`src/rtl/alu_flag_stage_pkg.sv`:
```
// ---------------------------------------------------------------------------
// alu_pkg
// Shared definitions for the ALU flag/result stage:
//   - bit positions of N, Z, C, V inside the 4-bit flag vector {N,Z,C,V}
//   - alu_flags_t / flag_entry_t storage types
//   - skid buffer state encoding
//   - pack_entry helper that assembles one buffered entry
// Optional feature macro used by the stage: ALU_STICKY_OF_EN.
// ---------------------------------------------------------------------------
package alu_pkg;

  // Datapath width of the subtractor feeding the stage.
  localparam int ALU_W = 32;

  // Flag vector layout is {N, Z, C, V}, so V is the LSB.
  localparam int FLAG_V = 0;
  localparam int FLAG_C = 1;
  localparam int FLAG_Z = 2;
  localparam int FLAG_N = 3;

  typedef logic [3:0] alu_flags_t;

  typedef struct packed {
    logic [ALU_W-1:0] s;
    alu_flags_t       flags;
    logic             lt;
    logic             ltu;
  } flag_entry_t;

  // Occupancy of the two-entry skid buffer.
  typedef enum logic [1:0] {
    BUF_EMPTY = 2'd0,
    BUF_ONE   = 2'd1,
    BUF_TWO   = 2'd2
  } buf_state_e;

  // Assemble one buffer entry from its decoded parts.
  function automatic flag_entry_t pack_entry(
    input logic [ALU_W-1:0] s,
    input alu_flags_t       flags,
    input logic             lt,
    input logic             ltu
  );
    flag_entry_t e;
    e.s     = s;
    e.flags = flags;
    e.lt    = lt;
    e.ltu   = ltu;
    return e;
  endfunction

endpackage

```
`src/rtl/alu_flag_stage_decode.sv`:
```
// ---------------------------------------------------------------------------
// alu_flag_decode
// Combinational derivation of NZCV and the signed/unsigned less-than results
// from the raw subtractor outputs.
// Ports:
//   s       in  W  difference a - b
//   cary    in  1  carry out of a + (0-b)
//   of      in  1  signed overflow
//   eq      in  1  a == b
//   b_zero  in  1  subtrahend is zero
//   flags   out 4  {N, Z, C, V}
//   lt      out 1  signed a < b
//   ltu     out 1  unsigned a < b
// ---------------------------------------------------------------------------
module alu_flag_decode
  import alu_pkg::*;
#(
  parameter int W = ALU_W
) (
  input  logic [W-1:0] s,
  input  logic         cary,
  input  logic         of,
  input  logic         eq,
  input  logic         b_zero,
  output alu_flags_t   flags,
  output logic         lt,
  output logic         ltu
);

  logic n_s;
  logic z_s;
  logic c_s;
  logic v_s;

  // Flag and compare derivation from the subtractor outputs.
  always_comb begin
    n_s = s[W-1];
    z_s = eq;
    v_s = of;
    // The subtractor forms a + (0-b); for b == 0 the negation yields no
    // carry even though no borrow occurred, so b_zero forces C.
    c_s = cary | b_zero;

    flags         = 4'b0000;
    flags[FLAG_N] = n_s;
    flags[FLAG_Z] = z_s;
    flags[FLAG_C] = c_s;
    flags[FLAG_V] = v_s;

    lt  = n_s ^ v_s;
    ltu = ~c_s;
  end

endmodule

```
`src/rtl/alu_flag_stage.sv`:
```
// ---------------------------------------------------------------------------
// alu_flag_stage
// Registered flag/result stage behind the 32-bit subtractor ALU. Each accepted
// result is decoded into NZCV plus signed/unsigned compare bits and held in a
// two-entry skid buffer so the consumer may stall while in_ready stays a pure
// flop output.
// Optional feature (macro ALU_STICKY_OF_EN): sticky overflow bit and a
// saturating 16-bit overflow event counter, cleared by of_clr.
// Ports:
//   clk        in   1  rising-edge clock
//   rst_n      in   1  synchronous active-low reset
//   in_valid   in   1  subtractor outputs valid
//   in_ready   out  1  stage can accept (flop)
//   s          in   W  difference
//   cary       in   1  carry out of a + (0-b)
//   of         in   1  signed overflow
//   eq         in   1  a == b
//   b_zero     in   1  subtrahend is zero
//   out_valid  out  1  output entry valid
//   out_ready  in   1  consumer accepts output entry
//   out_s      out  W  registered difference
//   out_flags  out  4  {N, Z, C, V}
//   out_lt     out  1  signed a < b
//   out_ltu    out  1  unsigned a < b
//   sticky_of  out  1  (ALU_STICKY_OF_EN) overflow seen since clear
//   of_count   out 16  (ALU_STICKY_OF_EN) saturating overflow count
//   of_clr     in   1  (ALU_STICKY_OF_EN) clear sticky_of and of_count
// W must equal alu_pkg::ALU_W since the buffer entries use the package type.
// ---------------------------------------------------------------------------
module alu_flag_stage
  import alu_pkg::*;
#(
  parameter int W = ALU_W
) (
  input  logic         clk,
  input  logic         rst_n,
  input  logic         in_valid,
  output logic         in_ready,
  input  logic [W-1:0] s,
  input  logic         cary,
  input  logic         of,
  input  logic         eq,
  input  logic         b_zero,
  output logic         out_valid,
  input  logic         out_ready,
  output logic [W-1:0] out_s,
  output logic [3:0]   out_flags,
  output logic         out_lt,
`ifdef ALU_STICKY_OF_EN
  output logic         sticky_of,
  output logic [15:0]  of_count,
  input  logic         of_clr,
`endif
  output logic         out_ltu
);

  localparam logic [1:0] S_EMPTY = BUF_EMPTY;
  localparam logic [1:0] S_ONE   = BUF_ONE;
  localparam logic [1:0] S_TWO   = BUF_TWO;

  logic [1:0]  state_r;
  logic [1:0]  state_nxt_s;
  logic        in_ready_r;
  logic        out_valid_r;
  flag_entry_t main_r;
  flag_entry_t skid_r;
  flag_entry_t cap_s;

  alu_flags_t  dec_flags_s;
  logic        dec_lt_s;
  logic        dec_ltu_s;

  logic        accept_s;
  logic        xfer_s;
  logic        load_main_s;
  logic        load_skid_s;
  logic        skid_to_main_s;

  alu_flag_decode #(
    .W (W)
  ) u_decode (
    .s      (s),
    .cary   (cary),
    .of     (of),
    .eq     (eq),
    .b_zero (b_zero),
    .flags  (dec_flags_s),
    .lt     (dec_lt_s),
    .ltu    (dec_ltu_s)
  );

  assign cap_s    = pack_entry(s, dec_flags_s, dec_lt_s, dec_ltu_s);
  assign accept_s = in_valid & in_ready_r;
  assign xfer_s   = out_valid_r & out_ready;

  // Skid buffer next-state and load-select decode.
  always_comb begin
    state_nxt_s    = state_r;
    load_main_s    = 1'b0;
    load_skid_s    = 1'b0;
    skid_to_main_s = 1'b0;
    case (state_r)
      S_EMPTY: begin
        if (accept_s) begin
          state_nxt_s = S_ONE;
          load_main_s = 1'b1;
        end else begin
          state_nxt_s = S_EMPTY;
        end
      end
      S_ONE: begin
        if (accept_s && !xfer_s) begin
          state_nxt_s = S_TWO;
          load_skid_s = 1'b1;
        end else if (accept_s && xfer_s) begin
          // Head leaves while the new entry replaces it directly.
          state_nxt_s = S_ONE;
          load_main_s = 1'b1;
        end else if (xfer_s) begin
          state_nxt_s = S_EMPTY;
        end else begin
          state_nxt_s = S_ONE;
        end
      end
      S_TWO: begin
        // in_ready is low here, so no accept can coincide with the transfer.
        if (xfer_s) begin
          state_nxt_s    = S_ONE;
          skid_to_main_s = 1'b1;
        end else begin
          state_nxt_s = S_TWO;
        end
      end
      default: begin
        state_nxt_s = S_EMPTY;
      end
    endcase
  end

  // State, handshake flops and entry storage.
  always_ff @(posedge clk) begin
    if (!rst_n) begin
      state_r     <= S_EMPTY;
      in_ready_r  <= 1'b1;
      out_valid_r <= 1'b0;
      main_r      <= '0;
      skid_r      <= '0;
    end else begin
      state_r     <= state_nxt_s;
      // Handshake outputs are registered from the next state so neither
      // depends combinationally on out_ready.
      in_ready_r  <= (state_nxt_s != S_TWO);
      out_valid_r <= (state_nxt_s != S_EMPTY);
      if (load_main_s) begin
        main_r <= cap_s;
      end else if (skid_to_main_s) begin
        main_r <= skid_r;
      end else begin
        main_r <= main_r;
      end
      if (load_skid_s) begin
        skid_r <= cap_s;
      end else begin
        skid_r <= skid_r;
      end
    end
  end

  assign in_ready  = in_ready_r;
  assign out_valid = out_valid_r;
  assign out_s     = main_r.s;
  assign out_flags = main_r.flags;
  assign out_lt    = main_r.lt;
  assign out_ltu   = main_r.ltu;

`ifdef ALU_STICKY_OF_EN
  logic        sticky_of_r;
  logic [15:0] of_count_r;

  // Sticky overflow bit and saturating overflow counter; clear beats a
  // simultaneous overflow event.
  always_ff @(posedge clk) begin
    if (!rst_n) begin
      sticky_of_r <= 1'b0;
      of_count_r  <= 16'h0000;
    end else if (of_clr) begin
      sticky_of_r <= 1'b0;
      of_count_r  <= 16'h0000;
    end else if (accept_s && dec_flags_s[FLAG_V]) begin
      sticky_of_r <= 1'b1;
      if (of_count_r != 16'hFFFF) begin
        of_count_r <= of_count_r + 16'h0001;
      end else begin
        of_count_r <= of_count_r;
      end
    end else begin
      sticky_of_r <= sticky_of_r;
      of_count_r  <= of_count_r;
    end
  end

  assign sticky_of = sticky_of_r;
  assign of_count  = of_count_r;
`endif

endmodule

```
`config.mk`:
```
export PLATFORM = sky130hd
export DESIGN_NAME = alu_flag_stage
export DESIGN_NICKNAME = d
export VERILOG_FILES = /design/src/rtl/alu_flag_stage_pkg.sv /design/src/rtl/alu_flag_stage_decode.sv /design/src/rtl/alu_flag_stage.sv
export SDC_FILE = /design/constraint.sdc
export NUM_CORES = 1
export LEC_CHECK = 0
export ABC_AREA = 1
export CAP_MARGIN = 5
export CORE_MARGIN = 2
export CORE_UTILIZATION = 50
export CTS_BUF_LIST = sky130_fd_sc_hd__clkbuf_2
export DETAILED_ROUTE_END_ITERATION = 16
export PLACE_DENSITY = 0.85
export SETUP_SLACK_MARGIN = 0.4
export SLEW_MARGIN = 20
export SYNTH_ARGS = -nofsm -noshare
export SYNTH_HDL_FRONTEND = slang
export SYNTH_SLANG_ARGS = --single-unit
```
`constraint.sdc`:
```
create_clock -name clk -period 4 [get_ports clk]
set_input_delay 0.6 -clock clk [delete_from_list [all_inputs] [get_ports clk]]
set_output_delay 0.6 -clock clk [all_outputs]
set_load 0.01 [all_outputs]
```
# == Yosys cells after proc, flatten, opt, wreduce, memory -nomap -nowiden ==
# Index checks and enable logic that the tools add are counted.
# totals
register_bits,80
latchBits,0
mem_bits_rw,0
romBits,0
in_bits,40
output_inout_bits,40
wordCells,41
n_memories,0
# classes
n_addsub,0
mul,0
n_div,0
magnitude_cmp,0
eq_ne,3
shift,0
muxes,16
n_bitwise,5
reduce_logical,6
# op_table
cell,n
2-to-1 mux 38 bit,2
2-to-1 mux 1 bit,10
case mux 2 bit (3 select lines),1
2-to-1 mux 2 bit,2
nonzero test 2 bit,2
AND 1 bit,2
"== test 2 x 1 -> 1 bit, second input constant",1
"== test 2 bit, second input constant",1
logical AND 1 bit,2
zero test 2 bit,1
"inequality test 2 bit, second input constant",1
case mux 1 bit (2 select lines),1
zero test 1 bit,1
NOT 1 bit,1
bitwise OR 1 bit,1
bitwise XOR 1 bit,1

# == Depth between registers and ports, before layout ==
# Gate-level depths: netlist of the first run.
# depth
word_depth,6
mapped_depth,9
mapped_depth_nobuf,9

# == Hierarchy ==
# A second synthesis of the first run with hierarchy kept.
# hier_totals
cells_unflattened,578
hier_area_um2,3906.2
# by_module_without_submodules
mod,instances,cells_each,area_per_inst_um2,seq_area_each_um2
alu_flag_stage,1,567,3847.4,1601.5
alu_flag_decode,1,11,58.8,0.0

# == Worst setup path before layout of the first run ==
# No wires, ideal clock.
# synth_path
path_kind,input to register
start,in out_ready
end,"reg main_r, in the netlist out_s[16]"
setup_ps,112
arrival_time_ps,1557
required_ps,3888
slack_ps,2332
cell_stages,9
n_path_buf,1
cell_sequence,nand2_1 > inv_1 > ha_1 > nand3_2 > nand2_2 > buf_2 > nor2_1 > nor2_1 > nor2_1
# synth_between
elab_chain_cells,6
word_cells_on_any_way,11
classes_between,mux: 6; bitwise: 1; reduce/logical: 4
# synth_rtl
element,line,text
from (decl),alu_flag_stage.sv:45,"input logic out_ready,"
AND 1 bit *,alu_flag_stage.sv:94,assign xfer_s = out_valid_r & out_ready;
logical AND 1 bit / zero test 1 bit (equally long branches),"alu_flag_stage.sv:115, alu_flag_stage.sv:112",
2-to-1 mux 1 bit / logical AND 1 bit (equally long branches),"alu_flag_stage.sv:115, alu_flag_stage.sv:112",
2-to-1 mux 1 bit,alu_flag_stage.sv:112,if (accept_s && !xfer_s) begin
case mux 1 bit (2 select lines),alu_flag_stage.sv:102,case (state_r)
2-to-1 mux 38 bit / nonzero test 2 bit (equally long branches),n/a,
to (signal assigned),alu_flag_stage.sv:155,main_r <= cap_s;
to (signal assigned),alu_flag_stage.sv:157,main_r <= skid_r;
to (signal assigned),alu_flag_stage.sv:159,main_r <= main_r;
to (decl),alu_flag_stage.sv:65,flag_entry_t main_r;
# Every way passes the cells marked *; elsewhere a longest branch is shown, timed or not.
# A chain may end at the register's enable or synchronous reset.

# == Final worst setup path of the first run ==
# layout_path
start,in rst_n
end,reg skid_r[0] in the netlist's numbering
# layout_rtl
element,line,text
from (decl),alu_flag_stage.sv:36,"input logic rst_n,"
to (signal assigned),alu_flag_stage.sv:162,skid_r <= cap_s;
to (signal assigned),alu_flag_stage.sv:164,skid_r <= skid_r;
to (decl),alu_flag_stage.sv:66,flag_entry_t skid_r;
# No word-level cell between the ends.

==> results of run 1 <==
[worst paths after layout]
path	start	cells after the start	slack (ns)	endpoint
worst min-delay path	skid_r[3]$_SDFFE_PN0P_	2	0.48	skid_r[3]$_SDFFE_PN0P_
worst max register to register	state_r[1]$_SDFF_PN0_	8	1.92	out_s[20]$_SDFFE_PN0P_
worst max-delay path	rst_n	3	1.77	skid_r[0]$_SDFFE_PN0P_
worst min register to register	skid_r[3]$_SDFFE_PN0P_	2	0.48	skid_r[3]$_SDFFE_PN0P_
[flip-flops by register name, summed over array words and instances (netlist names)]
name / cells
out_lt: 1
out_ltu: 1
out_valid: 1
skid_r: 37
in_ready: 1
out_s: 32
out_flags: 3
state_r: 2
[cell families (layout without fill, tap and decap cells)]
kind of cell | Yosys count | count (layout) | synth area share
buffers and inverters | 86 | 146 | 0.0965
AND/OR/NAND/NOR | 310 | 310 | 0.347
adder cells (fa/ha/maj) | 2 | 2 | 0.00682
AO/OA/AOI/OAI | 72 | 72 | 0.121
XOR/XNOR | 1 | 1 | 0.00239
flip-flops | 78 | 78 | 0.426
[layout make-up]
type / count / area share
clock inverters: 7 / 0.0140
clock buffers: 9 / 0.00990
repair buffers: 84 / 0.181
multi-input cells: 385 / 0.387
well taps: 99 / 0.0272
flip-flops and latches: 78 / 0.343
inverters: 46 / 0.0380
[metal layers]
metal,vias to the layer above,global-route usage,share of wire
li1,1837,-,-
met1,1644,0.274,0.42
met2,113,0.400,0.51
met3,13,0.0329,0.053
met4,0,0.0991,0.016
met5,-,0,0
[placed cells by master (no fill, tap or decap), types with 2 or more instances in the layout]
master	count
ha_1	2
buf_4	5
clkdlybuf4s50_1	78
a21oi_1	37
dfxtp_1	78
clkinv_1	3
nor2_1	147
nand2_1	117
clkinv_2	2
nand3_2	2
nand2_2	3
inv_1	44
a21boi_0	34
nand4_1	35
clkbuf_2	9
nand3_1	5
[where the power goes]
group	switching [W]	internal (W)
clock network	0.000272	0.000140
logic	0.000235	0.000218
registers	0.0000368	0.000847
total	0.000544	0.00121
[through the flow]
step,cell area [um^2],hold WS (ns)
after floorplan,3670,0.427
after global placement,4440,0.435
after detailed placement,4440,0.453
after CTS,4550,0.477
after global routing,4550,0.495
final,4550,0.477
[worst max-delay path: cells and delay by family]
kind	cells	cell delay [ns]
buffers and inverters	2	1.62
AOI/OAI and AO/OA	1	0.41
==> out/summary.log, run 1 <==
INFO  power          ir_drop=200uV
INFO  routing        wirelength=8.78mm
INFO  worst_setup_path worst_ep_required_time=4.42ns
INFO  synthesis      ys_ff_latch=78
INFO  placement      place_inst=692
INFO  synthesis      syn_area=3670um^2
INFO  grt            grt_antenna_before_repair=0
INFO  sta            post-route-worst-setup-slack=1.77ns
INFO  sta            worst_tran_pin_value=0.962ns
INFO  worst_hold_path hp-class=reg -> reg
INFO  placement      post_detail_place_hpwl=5.42mm
INFO  floorplan      die_area=8040um^2
INFO  final_layout   antenna_cells=0
INFO  synthesis      post_synthesis_sequential_area_ratio=0.426
INFO  synthesis      synth-warning-count=0
INFO  clocking       cts_tree=done
INFO  placement      buffer_ports.inserted=79
INFO  clocking       cts_setup_buffers=0
INFO  grt            grt.total_usage=0.227
INFO  power          fin_total_pwr=0.00175W
INFO  sta            timing.fmax=448MHz
INFO  final_layout   final_core_util=0.634
INFO  final_layout   area_used_by_multi_input_combinational_logic=1760um^2
INFO  synthesis      area_share_of_the_largest_cell_type_after_synthesis=0.426
INFO  clocking       clk_transition_reported_paths=0.19ns
INFO  floorplan      initial_core_util=0.511
INFO  grt            grt_pass1_wl=14.4mm
INFO  synthesis      yosysMostFrequentCell=nor2_1
INFO  routing        vias=3607
INFO  final_layout   layout.filler_cells=667
INFO  clocking       clock_tree.root_cell=clkbuf_2
INFO  routing        post_route_drc=0
INFO  final_layout   layout-drive-gt1-share=0.0443
INFO  worst_setup_path timing.setup.critical_path_class=in -> reg
INFO  synthesis      asyncSetResetFlopFracSynth=0
INFO  worst_setup_path critPathCaptureType=register
INFO  floorplan      die_width=89.7um
INFO  sta            grt_setup_unrepaired=no
INFO  synthesis      mean_area_per_synthesized_cell=6.68um^2
INFO  clocking       cts_resized=0
INFO  worst_setup_path cp_data_arrival_time=2.65ns
INFO  sta            timing.max_slew.rel_slack=0.355
INFO  synthesis      synth_area_leader_cell=dfxtp_1
INFO  final_layout   final_nets=646
INFO  synthesis      yosys.cell_types.count=20
INFO  routing        router_iterations_before_antenna_repair=5
INFO  final_layout   final-seq-area=1560um^2
INFO  synthesis      number_of_flops_mapped_to_enable_cells_by_yosys=0
INFO  sta            hold_viol_final=0
INFO  grt            via_count_of_the_first_global_routing_pass=3378
INFO  final_layout   finalNonFillerCells=708
INFO  clocking       postCtsHoldBufs=0
INFO  routing        detail_route.vias_per_cell=5.09
INFO  clocking       latest_clock_arrival_within_the_worst_skew_pair=0.51ns
INFO  floorplan      die_y=89.7um
INFO  floorplan      core=7180um^2
INFO  routing        drt-initial-drc-count=249
INFO  worst_setup_path critical_path.cell_chain=buf_2, clkinv_1, a21oi_1
INFO  job            max_cap_viol_count=0
INFO  synthesis      synthTopCellsByArea=dfxtp_1 (43%), nor2_1 (15%), nand2_1 (12%), a21boi_0 (7.0%), nand4_1 (6.0%)
INFO  grt            grt_start_max_net_pins=72
INFO  worst_setup_path worstPathMaxFanout=42
INFO  clocking       cts_sinks=78
INFO  floorplan      io_pins=80
INFO  synthesis      postSynthCellCount=549
INFO  synthesis      synth.top_cells.by_count=nor2_1 (147), nand2_1 (117), dfxtp_1 (78)
INFO  synthesis      synth_top_flop_cell=dfxtp_1
INFO  worst_setup_path max_stage_delay=1.01ns
INFO  sta            worst_clock_skew_on_the_final_layout=0.0225ns
INFO  placement      pre_cts_slack=1.25ns
INFO  outcome        status=complete, no violations
INFO  clocking       cts_buffers=9
INFO  clocking       htree_num_levels=3
INFO  sta            fin_tns_setup=0ns
INFO  worst_setup_path critical_path.slowest_cell=clkinv_1
INFO  sta            post-route-period-util=0.558
INFO  final_layout   flow.area_growth_from_synthesis=24.0%
INFO  floorplan      rows=31
INFO  grt            globalRoute.totalOverflow=0
INFO  sta            number_of_setup_violations_in_the_final_report=0
INFO  routing        drtAntennaViolNets=0
INFO  sta            final_max_slew_viol_count=0
INFO  worst_setup_path critical_path.startpoint_type=input pin
INFO  clocking       clockBufferDepth=2
INFO  power          power.density=385nW/um^2
INFO  placement      routabilityCongestion=0.769
INFO  synthesis      synth_nets=591
INFO  routing        drt-wirelength-per-cell=12.4um
INFO  sta            finalCriticalPeriod=2.23ns
INFO  power          power.leakage=1.96nW
No activity file was read; power rests on OpenSTA's default activity.
==> run 2, diff against run 1 <==
CORE_UTILIZATION = 47   (was 50)
PLACE_DENSITY = 0.84   (was 0.85)
clock period = 2.02 ns   (was 4 ns; I/O delays follow)
==> run 2 against run 1 <==
Net effect: largest power group unchanged; combinational power increased by 100%; die area increased by 6.1%; sequential cell count unchanged; core utilization increased by 0.13 points; non-clock buffer count increased by 13; global-route usage decreased by 0.17 points; highest routed layer unchanged; critical path depth increased by 5; clock skew decreased by 0.0015 ns; critical endpoint is now out_s[4]$_SDFFE_PN0P_; largest cell class unchanged; clock power increased to 3.0 times the previous value; setup slack got worse by 1.3 ns.
==> out/summary.log, run 2 (synthesis results as in run 1) <==
INFO  clocking       clk_transition_reported_paths=0.21ns
INFO  grt            grt_antenna_before_repair=0
INFO  worst_setup_path worstPathMaxFanout=35
INFO  clocking       cts_sinks=78
INFO  clocking       htree_num_levels=3
INFO  power          power.internal=0.00278W
INFO  floorplan      initial_core_util=0.480
INFO  final_layout   largest_register=skid_r
INFO  power          combPwrFrac=0.236
INFO  floorplan      core=7650um^2
INFO  worst_setup_path worst_ep_required_time=2.48ns
INFO  worst_setup_path r2r-end=out_s[4]$_SDFFE_PN0P_
INFO  sta            finalCriticalPeriod=1.58ns
INFO  routing        vias=3752
INFO  sta            final_max_slew_viol_count=0
INFO  sta            hold_viol_final=0
INFO  floorplan      io_pins=80
INFO  floorplan      die_width=92.4um
INFO  routing        drt-initial-drc-count=259
INFO  final_layout   largest_register_ffs=37
INFO  worst_hold_path min_delay_worst_endpoint=skid_r[2]$_SDFFE_PN0P_
INFO  final_layout   layout-drive-gt1-share=0.119
INFO  sta            timing.fmax=634MHz
INFO  routing        router_iterations_before_antenna_repair=4
INFO  worst_setup_path critical_path.slowest_cell=dfxtp_2
INFO  final_layout   final_core_util=0.635
INFO  worst_setup_path regToRegSetupSlack=0.44ns
INFO  routing        drt-wirelength-per-cell=13.4um
INFO  final_layout   mostFrequentLayoutCell=nor2_1
INFO  worst_setup_path cp_data_arrival_time=2.04ns
INFO  routing        drtAntennaViolNets=0
INFO  power          share_clk_of_total_power=0.313
INFO  worst_setup_path critPathCaptureType=register
INFO  clocking       postCtsHoldBufs=0
INFO  worst_setup_path critPathMostFrequentCell=nor2_1
INFO  worst_hold_path hold-path-cell-count=3
INFO  worst_setup_path critical_path.cell_chain=nand2_1, inv_1, ha_1, nand3_4, buf_12, a21boi_0, nor2_1, nor2_1
INFO  routing        wirelength=9.70mm
INFO  floorplan      die_y=92.4um
INFO  placement      post_detail_place_hpwl=5.73mm
INFO  power          portion_of_total_power_attributed_to_sequential_cells=0.451
INFO  floorplan      die_area=8530um^2
INFO  sta            number_of_setup_violations_in_the_final_report=0
INFO  grt            grt_pass1_wl=15.6mm
INFO  placement      buffer_ports.inserted=79
INFO  placement      routabilityCongestion=0.826
INFO  sta            timing.max_slew.rel_slack=0.665
INFO  sta            worst_tran_pin_value=0.499ns
INFO  final_layout   final_nets=659
INFO  worst_hold_path hold_start=rst_n
INFO  routing        detail_route.vias_per_cell=5.18
INFO  job            max_cap_viol_count=0
INFO  worst_setup_path critical_path.startpoint_type=register
INFO  worst_setup_path register_to_register_path_depth=8
INFO  grt            globalRoute.totalOverflow=0
INFO  clocking       cts_tree=done
INFO  worst_setup_path critPathTopFamily=simple AND/OR/NAND/NOR gates
INFO  sta            post-route-period-util=0.781
INFO  grt            via_count_of_the_first_global_routing_pass=3414
INFO  final_layout   antenna_cells=0
INFO  floorplan      rows=32
INFO  clocking       cts_buffers=9
INFO  clocking       latest_clock_arrival_within_the_worst_skew_pair=0.52ns
INFO  clocking       clock_tree.root_cell=clkbuf_2
INFO  power          power.leakage=2.28nW
INFO  grt            grt.total_usage=0.225
INFO  power          power.switching_fraction=0.287
INFO  final_layout   layout.filler_cells=686
INFO  clocking       clockBufferDepth=2
INFO  sta            grt_setup_unrepaired=yes
INFO  final_layout   mostFrequentLayoutCells=nor2_1 (147), nand2_1 (117), dfxtp_1 (45)
INFO  worst_setup_path regToRegStartpoint=out_valid$_SDFF_PN0_
INFO  worst_setup_path max_stage_delay=0.37ns
INFO  routing        post_route_drc=0
INFO  sta            fin_tns_setup=0ns
INFO  grt            grt_start_max_net_pins=71
INFO  outcome        status=complete, no violations
INFO  final_layout   flow.area_growth_from_synthesis=32.4%
INFO  power          ir_drop=358uV
INFO  worst_setup_path timing.setup.critical_path_class=reg -> reg
INFO  power          power.switching=0.00112W
INFO  power          power.density=804nW/um^2
INFO  worst_hold_path hp-class=in -> reg
INFO  worst_setup_path cp_num_buf_inv=2
INFO  sta            worst_clock_skew_on_the_final_layout=0.0210ns
[run 2: cell count changes in the layout (fill, tap and decap cells not counted), sizes merged]
cell,change
dlygate4sd2,+38
clkinv,-3
clkdlybuf4s50,-40
buf,+11
clkinvlp,-1
clkdlybuf4s15,+1
dlymetal6s2s,+1
bufinv,+3
clkbuf,+3
[run 2: metrics by stage]
stage	total power [W]	cells	hold slack, ns	setup WS [ns]	area [um^2]
global route	0.00412	724	0.254	0.328	4860
detailed placement	0.00272	702	0.452	0.0845	4580
CTS	0.00389	722	0.250	0.269	4790
finish	0.00391	724	0.270	0.442	4860
floorplan	0.00231	549	0.427	0.563	3670
global placement	0.00270	702	0.437	0.144	4580
[run 2: layer usage]
metal  part of all wire  vias up  global-route usage
met5                  0        -                   0
met4              0.012        0              0.0920
met3              0.058       15              0.0317
met2               0.51      136               0.387
met1               0.42     1741               0.284
li1                   -     1860                   -
[run 2: how the worst max path moves through the flow]
stage	startpoint	to	slack [ns]	depth (start not counted)
3_3_place_gp	out_ready	out_s[23]$_SDFFE_PN0P_	0.14	9
5_1_grt	out_valid$_SDFF_PN0_	out_s[11]$_SDFFE_PN0P_	0.33	8
3_5_place_dp	out_ready	out_s[23]$_SDFFE_PN0P_	0.08	9
2_1_floorplan	out_valid$_SDFF_PN0_	out_s[16]$_SDFFE_PN0P_	0.56	9
4_1_cts	out_s[4]$_SDFFE_PN0P_	out_s[4]	0.27	1
6_report	out_valid$_SDFF_PN0_	out_s[4]$_SDFFE_PN0P_	0.44	8
[run 2: area by class of cell]
class	instances	area (um^2)	area share
Clock inverter	6	133	0.0273
Inverter	46	175	0.0361
Clock buffer	10	50.0	0.0103
Timing Repair Buffer	97	998	0.206
Tap cell	102	128	0.0263
Multi-Input combinational cell	385	1770	0.365
Sequential cell	78	1600	0.330
[run 2: tightest hold or removal path: stages]
cell	delay (ns)
buf_2	0.11
clkinv_1	0.29
a21oi_1	0.07
[run 2: power by group through the flow]
stage | registers, W | logic (W) | clock network, W
after floorplan | 0.00182 | 0.000494 | 0
after global placement | 0.00178 | 0.000920 | 0
after detailed placement | 0.00178 | 0.000941 | 0
after CTS | 0.00176 | 0.000896 | 0.00123
after global routing | 0.00178 | 0.00103 | 0.00131
final | 0.00176 | 0.000920 | 0.00122
[run 2: repair_timing]
item | in CTS | in global routing
buffers inserted | 4 | 0
cloned | 0 | 2
resized for setup | 72 | 7
endpoints found under the setup margin | 40 | 31
==> run 3, diff against run 2 <==
CORE_UTILIZATION = 50   (was 47)
PLACE_DENSITY = 0.85   (was 0.84)
clock period = 1.5 ns   (was 2.02 ns; I/O delays follow)
==> run 3 against run 2 <==
Net effect: clock skew is 0.028 ns higher; global-route usage is 9.4 points higher; highest routed layer unchanged; largest power group unchanged; die area is 5.8% lower; the flow now finishes with violations (negative setup slack); via count is 23% higher.
==> out/summary.log, run 3 (synthesis results as in run 1) <==
INFO  power          portion_of_total_power_attributed_to_sequential_cells=0.428
INFO  final_layout   mostFrequentLayoutCells=nor2_1 (122), nand2_1 (67), buf_6 (49)
INFO  sta            final_max_slew_viol_count=0
INFO  placement      post_detail_place_hpwl=6.15mm
INFO  clocking       cts_buffers=9
INFO  sta            hold_viol_final=0
INFO  sta            post-route-worst-setup-slack=-0.234ns
INFO  grt            globalRoute.totalOverflow=0
INFO  sta            finalCriticalPeriod=1.73ns
INFO  sta            number_of_setup_violations_in_the_final_report=68
INFO  placement      place_inst=708
INFO  power          ir_drop=853uV
INFO  worst_setup_path register_to_register_path_depth=10
INFO  grt            grt_start_max_net_pins=43
INFO  worst_setup_path critPathCaptureType=register
INFO  worst_hold_path hp-class=in -> reg
INFO  worst_setup_path regToRegSetupSlack=-0.23ns
INFO  power          power.internal=0.00365W
INFO  worst_hold_path hold-path-cell-count=3
INFO  power          combPwrFrac=0.353
INFO  routing        detail_route.vias_per_cell=6.10
INFO  final_layout   stdcell_area=6080um^2
INFO  outcome        status=finished, violations left
INFO  clocking       cts_sinks=78
INFO  clocking       htree_num_levels=3
INFO  final_layout   finalNonFillerCells=756
INFO  routing        wirelength=16.4mm
INFO  final_layout   area_used_by_multi_input_combinational_logic=2360um^2
INFO  worst_setup_path worstPathMaxFanout=21
INFO  job            max_cap_viol_count=0
INFO  sta            worst_tran_pin_value=0.761ns
INFO  grt            grt_pass1_wl=19.5mm
INFO  clocking       postCtsHoldBufs=0
INFO  final_layout   final-seq-area=1610um^2
INFO  final_layout   largest_register=skid_r
INFO  routing        vias=4614
INFO  sta            timing.max_slew.rel_slack=0.491
INFO  final_layout   flow.area_growth_from_synthesis=65.8%
INFO  power          fin_total_pwr=0.00570W
INFO  worst_setup_path max_stage_delay=0.39ns
INFO  routing        drtAntennaViolNets=0
INFO  power          power.switching=0.00206W
INFO  placement      placedInstanceArea=4730um^2
INFO  floorplan      io_pins=80
INFO  clocking       latest_clock_arrival_within_the_worst_skew_pair=0.61ns
INFO  sta            post-route-period-util=1.16
INFO  outcome        failing_checks=negative setup slack
INFO  clocking       clk_transition_reported_paths=0.27ns
INFO  sta            hold-worst-slack=0.0240ns
INFO  final_layout   layout-drive-gt1-share=0.428
INFO  placement      buffer_ports.inserted=79
INFO  floorplan      die_y=89.7um
INFO  clocking       clock_tree.root_cell=clkbuf_2
INFO  worst_setup_path critical_path.slowest_cell=dfxtp_2
INFO  power          share_clk_of_total_power=0.219
INFO  worst_setup_path critical_path.startpoint_type=register
INFO  floorplan      rows=31
INFO  worst_hold_path min_delay_worst_endpoint=out_s[12]$_SDFFE_PN0P_
INFO  power          power.leakage=2.77nW
INFO  placement      routabilityCongestion=0.810
INFO  clocking       cts_tree=done
INFO  routing        router_iterations_before_antenna_repair=6
INFO  routing        post_route_drc=0
INFO  sta            worst_clock_skew_on_the_final_layout=0.0491ns
INFO  final_layout   layout.filler_cells=320
INFO  floorplan      initial_core_util=0.511
INFO  worst_setup_path worst_ep_required_time=2.01ns
INFO  floorplan      die_area=8040um^2
INFO  worst_setup_path regToRegStartpoint=out_valid$_SDFF_PN0_
INFO  grt            via_count_of_the_first_global_routing_pass=4075
INFO  final_layout   mostFrequentLayoutCell=nor2_1
INFO  grt            grt_antenna_before_repair=0
INFO  placement      pre_cts_slack=-0.360ns
INFO  sta            timing.fmax=577MHz
INFO  worst_setup_path r2r-end=out_s[23]$_SDFFE_PN0P_
INFO  final_layout   antenna_cells=0
INFO  worst_hold_path hold_start=rst_n
INFO  worst_setup_path timing.setup.critical_path_class=reg -> reg
INFO  power          power.switching_fraction=0.361
INFO  floorplan      core=7180um^2
INFO  worst_setup_path cp_data_arrival_time=2.24ns
INFO  sta            grt_setup_unrepaired=yes
INFO  worst_setup_path critical_path.cell_chain=buf_6, nand2_4, inv_4, ha_4, nand3_4, buf_6, buf_12, a21boi_0, nor2_1, nor2_1
INFO  power          power.density=937nW/um^2
INFO  floorplan      die_width=89.7um
INFO  routing        drt-initial-drc-count=536
INFO  final_layout   largest_register_ffs=37
INFO  final_layout   final_nets=694
INFO  clocking       clockBufferDepth=2
INFO  routing        drt-wirelength-per-cell=21.6um
INFO  grt            grt.total_usage=0.319
==> run 3: changes by cell type in the layout (fill, tap and decap cells not counted), sizes merged <==
cell           delta
inv               -1
clkdlybuf4s15     -1
clkinv            +4
dlymetal6s2s      -1
dlygate4sd2      -38
clkbuf            +2
buf              +73
bufinv            -3
==> run 3: timing repair <==
item,CTS,global route
pin swaps,24,39
setup buffers,15,7
setup endpoints to repair,118,118
cloned,6,4
gates resized for setup,308,150
==> run 3: stage by stage <==
stage | utilization | TNS (ns)
after floorplan | - | 0
after global placement | 0.659 | -16.99
after detailed placement | 0.659 | -19.70
after CTS | 0.762 | 0
after global routing | 0.848 | -8.26
final | 0.848 | -5.09
==> run 3: layer usage <==
| layer | share of wire | vias to the layer above | GRT usage |
|---|---|---|---|
| met4 | 0.080 | 0 | 0.197 |
| met2 | 0.48 | 412 | 0.550 |
| met3 | 0.10 | 140 | 0.0622 |
| li1 | - | 1939 | - |
| met1 | 0.34 | 2123 | 0.362 |
| met5 | 0 | - | 0 |
==> run 3: power groups by stage <==
stage | sequential (W) | clock (W) | combinational (W)
after global placement | 0.00240 | 0 | 0.00131
after floorplan | 0.00245 | 0 | 0.000712
after global routing | 0.00245 | 0.00130 | 0.00211
final | 0.00244 | 0.00125 | 0.00201
after CTS | 0.00241 | 0.00116 | 0.00158
after detailed placement | 0.00240 | 0 | 0.00134
==> run 3: worst max-delay path: cells and delay by family, from the launching register on <==
family / cells / cell delay [ns]
DFF: 1 / 0.39
AOI/OAI and AO/OA: 1 / 0.27
buffers and inverters: 4 / 0.48
adders and majority gates: 1 / 0.14
and+or+nand+nor: 4 / 0.37
==> run 3: cell type report <==
type | count | share of cell area
tap | 99 | 0.0204
sequential | 78 | 0.265
timing repair buffer | 132 | 0.278
multi-input combinational | 385 | 0.387
clock inverter | 6 | 0.0103
clock buffer | 10 | 0.00823
inverter | 46 | 0.0304
==> run 3: worst max-delay path by stage <==
stage          cells past startpoint                     end                  start
2_1_floorplan                      9  out_s[16]$_SDFFE_PN0P_    in_ready$_SDFF_PN1_
3_3_place_gp                       9  out_s[15]$_SDFFE_PN0P_              out_ready
3_5_place_dp                       9  out_s[15]$_SDFFE_PN0P_              out_ready
4_1_cts                           11   out_s[5]$_SDFFE_PN0P_   out_valid$_SDFF_PN0_
5_1_grt                            8  out_s[19]$_SDFFE_PN0P_  state_r[1]$_SDFF_PN0_
6_report                          10  out_s[23]$_SDFFE_PN0P_   out_valid$_SDFF_PN0_
